==> config.mk <==
export PLATFORM = sky130hd
export DESIGN_NAME = fifo_ctl_16_4
export DESIGN_NICKNAME = d
export VERILOG_FILES = /design/src/rtl/fifo_ctl_16_4_pkg.sv /design/src/rtl/fifo_ctl_16_4.sv
export SDC_FILE = /design/constraint.sdc
export NUM_CORES = 1
export LEC_CHECK = 0
export BUFFER_PORTS_ARGS = -buffer_cell sky130_fd_sc_hd__buf_2
export CELL_PAD_IN_SITES_DETAIL_PLACEMENT = 1
export CELL_PAD_IN_SITES_GLOBAL_PLACEMENT = 1
export CORE_ASPECT_RATIO = 1.75
export CORE_MARGIN = 10
export CORE_UTILIZATION = 38
export CTS_CLUSTER_SIZE = 30
export DETAILED_ROUTE_END_ITERATION = 10
export PLACE_DENSITY = 0.76
export SETUP_SLACK_MARGIN = 0.3
export SLEW_MARGIN = 20
export SYNTH_ARGS = -nofsm -noshare
export SYNTH_HDL_FRONTEND = slang
export SYNTH_SLANG_ARGS = --single-unit
==> constraint.sdc <==
create_clock -name fifo_clock -period 3.1 [get_ports fifo_clock]
set_input_delay 0.31 -clock fifo_clock [delete_from_list [all_inputs] [get_ports fifo_clock]]
set_output_delay 0.31 -clock fifo_clock [all_outputs]
set_load 0.02 [all_outputs]
==> src/rtl/fifo_ctl_16_4_pkg.sv <==
// Shared sizes and state payload for the 16x4 FIFO controller.
package fifo_ctl_16_4_pkg;

  localparam int unsigned FIFO_DEPTH      = 16;
  localparam int unsigned FIFO_WIDTH      = 4;
  localparam int unsigned FIFO_PTR_BITS   = 4;
  localparam int unsigned FIFO_LEVEL_BITS = 5;

  typedef logic [FIFO_PTR_BITS-1:0]   fifo_ptr_t;
  typedef logic [FIFO_LEVEL_BITS-1:0] fifo_level_t;
  typedef logic [FIFO_WIDTH-1:0]      fifo_data_t;

  typedef struct packed {
    fifo_ptr_t   wr_ptr;
    fifo_ptr_t   rd_ptr;
    fifo_level_t rf_count;
    logic        out_valid;
    fifo_data_t  out_data;
  } fifo_state_t;

endpackage

==> src/rtl/fifo_ctl_16_4.sv <==
// Pointer/occupancy/handshake controller for a 16x4 register-file FIFO
// with one registered output stage (17 entries total).
module fifo_ctl_16_4
  import fifo_ctl_16_4_pkg::*;
#(
  parameter int unsigned ALMOST_FULL_LEVEL = 12
) (
  input  logic                       fifo_clock,
  input  logic                       fifo_reset,
  input  logic                       fifo_flush,
  input  logic                       push_valid,
  input  logic [FIFO_WIDTH-1:0]      push_data,
  output logic                       push_ready,
  output logic                       pop_valid,
  output logic [FIFO_WIDTH-1:0]      pop_data,
  input  logic                       pop_ready,
  output logic [FIFO_LEVEL_BITS-1:0] fifo_level,
  output logic                       fifo_almost_full,
  output logic                       rf_wr_enable,
  output logic [FIFO_PTR_BITS-1:0]   rf_wr_addr,
  output logic [FIFO_WIDTH-1:0]      rf_wr_data,
  output logic [FIFO_PTR_BITS-1:0]   rf_rd_addr_0,
  input  logic [FIFO_WIDTH-1:0]      rf_rd_data_0
);

  localparam int unsigned LW = FIFO_LEVEL_BITS;
  localparam int unsigned PW = FIFO_PTR_BITS;

  fifo_state_t st_q;
  fifo_state_t st_d;

  logic push_fire;
  logic load;
  logic rf_has_data;
  logic bypass;
  logic rf_wr;
  logic rf_rd;

  // Handshake decode; flush suppresses every transfer in its cycle.
  always_comb begin
    rf_has_data = (st_q.rf_count != '0);
    push_fire   = push_valid & push_ready & ~fifo_flush;
    load        = (~st_q.out_valid | pop_ready) & ~fifo_flush;
    rf_rd       = load & rf_has_data;
    bypass      = load & ~rf_has_data & push_fire;
    rf_wr       = push_fire & ~bypass;
  end

  // Next-state: output stage loads from the rf first, then the bypass path.
  always_comb begin
    st_d = st_q;
    if (fifo_flush) begin
      st_d.wr_ptr    = '0;
      st_d.rd_ptr    = '0;
      st_d.rf_count  = '0;
      st_d.out_valid = 1'b0;
    end else begin
      if (load) begin
        if (rf_has_data) begin
          st_d.out_data  = rf_rd_data_0;
          st_d.out_valid = 1'b1;
          st_d.rd_ptr    = st_q.rd_ptr + PW'(1);
        end else if (push_fire) begin
          st_d.out_data  = push_data;
          st_d.out_valid = 1'b1;
        end else begin
          st_d.out_valid = 1'b0;
        end
      end
      if (rf_wr) begin
        st_d.wr_ptr = st_q.wr_ptr + PW'(1);
      end
      st_d.rf_count = st_q.rf_count + LW'(rf_wr) - LW'(rf_rd);
    end
  end

  always_ff @(posedge fifo_clock or negedge fifo_reset) begin
    if (!fifo_reset) begin
      st_q <= '0;
    end else begin
      st_q <= st_d;
    end
  end

  // Ready depends only on registered occupancy, never on pop_ready.
  assign push_ready       = (st_q.rf_count != LW'(FIFO_DEPTH));
  assign pop_valid        = st_q.out_valid;
  assign pop_data         = st_q.out_data;
  assign fifo_level       = st_q.rf_count + LW'(st_q.out_valid);
  assign fifo_almost_full = (32'(fifo_level) >= ALMOST_FULL_LEVEL);

  assign rf_wr_enable = rf_wr;
  assign rf_wr_addr   = st_q.wr_ptr;
  assign rf_wr_data   = push_data;
  assign rf_rd_addr_0 = st_q.rd_ptr;

endmodule

==> reports/metrics.csv <==
metric,value,unit
stdcell_count,207,
worstPathRequired,3.28,ns
drtAntennaViolNets,0,
synth.avg_cell_area,9.65,um^2
whs_endpoint,pop_data[3],
area_growth_syn_to_layout,18.4,%
p_leak,0.768,nW
htreeDepth,1,
crit_type,flip-flop to flip-flop,
grt_start_max_net_pins,20,
grt_pass1_wl,5220,um
critPathCaptureType,flip-flop,
final-hold-violation-count,0,
yosys-top-cells-area,"dfrtp_1, ha_1, buf_4",
clk_pin_slew,0.08,ns
worst_slack,0.425,ns
yosysUniqueCellTypes,35,
die_area,6230,um^2
place_inst,198,
worstHoldPathType,input port to flip-flop,
slew_headroom,70.6,%
maxCapViolations,0,
tightestPinTransition,0.441,ns
fmax,374,MHz
multi_input_area,694,um^2
root_buffer,clkbuf_8,
finalMaxSlewViolations,0,
final-seq-area,452,um^2
ios,38,
powerDensity,926,nW/um^2
synth_edf_count,0,
place_area,1400,um^2
reg2reg_slack,0.42,ns
setup_tns,0,ns
stdcell_area,1530,um^2
layout_min_cycle_time,2.68,ns
coreArea,3330,um^2
clk_latency,0.26,ns
cp.arrival,2.86,ns
yosysSeqAreaShare,34.8,%
clock_skew,0.00990,ns
mappedNetlistArea,1290,um^2
via_count,1006,
wl_per_cell,15.7,um
crit_fanout,4,
die_w,64.1,um
status,"complete, no violations",
totalWireLength,3250,um
place_ws,0.326,ns
irDropWorstVdd,0.000491,V
tritoncts,yes,
yosysTopAreaCellShare,34.8,%
yosys.area.top_type,dfrtp_1,
vias_per_cell,4.86,
synthCells,134,
syn_nets,160,
holdPathStages,3,
synth-seq-cells,18,
nets,189,
async_flop_share,100,%
r2r-end,st_q[9],
antenna_found_initial,0,
drc_errors,0,
grt_pass1_vias,1122,
n_fill_cell,393,
drive_gt1_share,40.7,%
crit_path_start_kind,flip-flop,
cts_buffers,3,
fp-row-count,28,
grt-ovfl-total,0,
drt-initial-drc-count,8,
cts.sinks,18,
synth_flop_cell,dfrtp_1,
start_util,38.9,%
port_buffers,37,
hp-start,push_data[3],
period_share,86.3,%
yosys_warnings,0,
setup_viol,0,
cts_buffer_depth,2,
hpwl,2560,um
grt_usage,10.3,%
worstReg2RegStart,st_q[8],
die_h,97.2,um
rsz0062_at_grt,no,
r2r_cells,12,
first_pass_iters,3,
num_antenna_cells,0,
routabilityCongestion,0.790,
==> registers in the layout, indices dropped and copies added, names as in the netlist <==
name and cells:
pop_data 4, pop_valid 1, rf_wr_addr 4, rf_rd_addr_0 4, st_q 5
==> what timing repair did <==
action / 4_1_cts / 5_1_grt
endpoints found under the setup margin: 1 / 1
endpoints found under the hold margin: 10 / 0
buffers inserted: 1 / 3
pin swaps: 0 / 5
hold buffers: 1 / 0
resized for setup: 1 / 10
==> worst max path at each step <==
| stage | slack [ns] | endpoint | from | depth (start not counted) |
|---|---|---|---|---|
| detailed placement | 0.33 | st_q[9] | st_q[7] | 12 |
| global placement | 0.45 | st_q[9] | st_q[7] | 11 |
| global route | 0.26 | st_q[9] | st_q[8] | 12 |
| CTS | 0.36 | st_q[9] | st_q[8] | 12 |
| finish | 0.42 | st_q[9] | st_q[8] | 12 |
| floorplan | 0.37 | st_q[9] | st_q[7] | 13 |
==> layout make-up <==
class                   instances  share of cell area (%)
clock buffers                   4                    3.59
inverters                       9                    2.21
multi-input cells              87                    45.3
flip-flops and latches         18                    29.5
well taps                      45                    3.68
repair buffers                 44                    15.7
==> cells in the final DEF, fill, tap and decap left out, drive strengths merged, types with 3 or more instances in the layout <==
master,netlist,routed
nor2b,5,5
inv,9,9
a21oi,9,9
ha,12,12
dfrtp,18,18
nand2,8,8
nand3,3,3
o22ai,4,4
xnor2,7,7
clkbuf,1,4
buf,19,43
nor2,14,14
==> critical path, stage by stage, from the launching register on <==
cell and delay, ns:
dfrtp_2 0.43, inv_2 0.09, ha_4 0.13, nor4b_4 0.23, nor3_2 0.07, ha_1 0.30
inv_1 0.04, ha_2 0.18, fa_2 0.39, a21oi_2 0.15, nor2_1 0.06, or3_1 0.39
a21oi_2 0.13
==> metal layers <==
metal	global-route usage [%]	part of all wire [%]	up-vias
met4	5.46	2.3	0
met3	3.00	8.0	5
li1	-	-	489
met1	10.0	35	482
met5	0	0	-
met2	18.6	54	30
==> Yosys cell counts, drive strengths merged (2+ instances only) <==
cell type / count
a211oi: 2
a21o: 2
a21oi: 9
buf: 19
dfrtp: 18
ha: 12
inv: 9
mux2: 2
nand2: 8
nand3: 3
nor2: 14
nor2b: 5
nor3: 2
o21ai: 2
o22ai: 4
or3: 2
xnor2: 7
xor2: 2
==> power by group <==
group	total (W)	switching (W)	internal (W)
clock	0.000196	0.0000827	0.000113
sequential	0.000385	0.0000764	0.000308
combinational	0.000837	0.000479	0.000359
total	0.00142	0.000638	0.000780
==> logic make-up after synthesis <==
| logic type | share of synthesized area, % |
|---|---|
| simple gates | 16.5 |
| compound gates | 12.9 |
| mux | 2.51 |
| flops | 34.8 |
| xor+xnor | 6.09 |
| fa+ha+maj | 13.2 |
| buf+inv | 14.0 |
==> metrics by stage <==
step / hold slack (ns) / utilization, % / power [W]
CTS: 0.363 / 44.4 / 0.00138
global route: 0.389 / 46.0 / 0.00155
detailed placement: 0.277 / 42.1 / 0.00116
global placement: 0.271 / 42.1 / 0.00113
finish: 0.363 / 46.0 / 0.00142
floorplan: 0.0144 / - / 0.00101
Power figures use the tool's default switching activity.
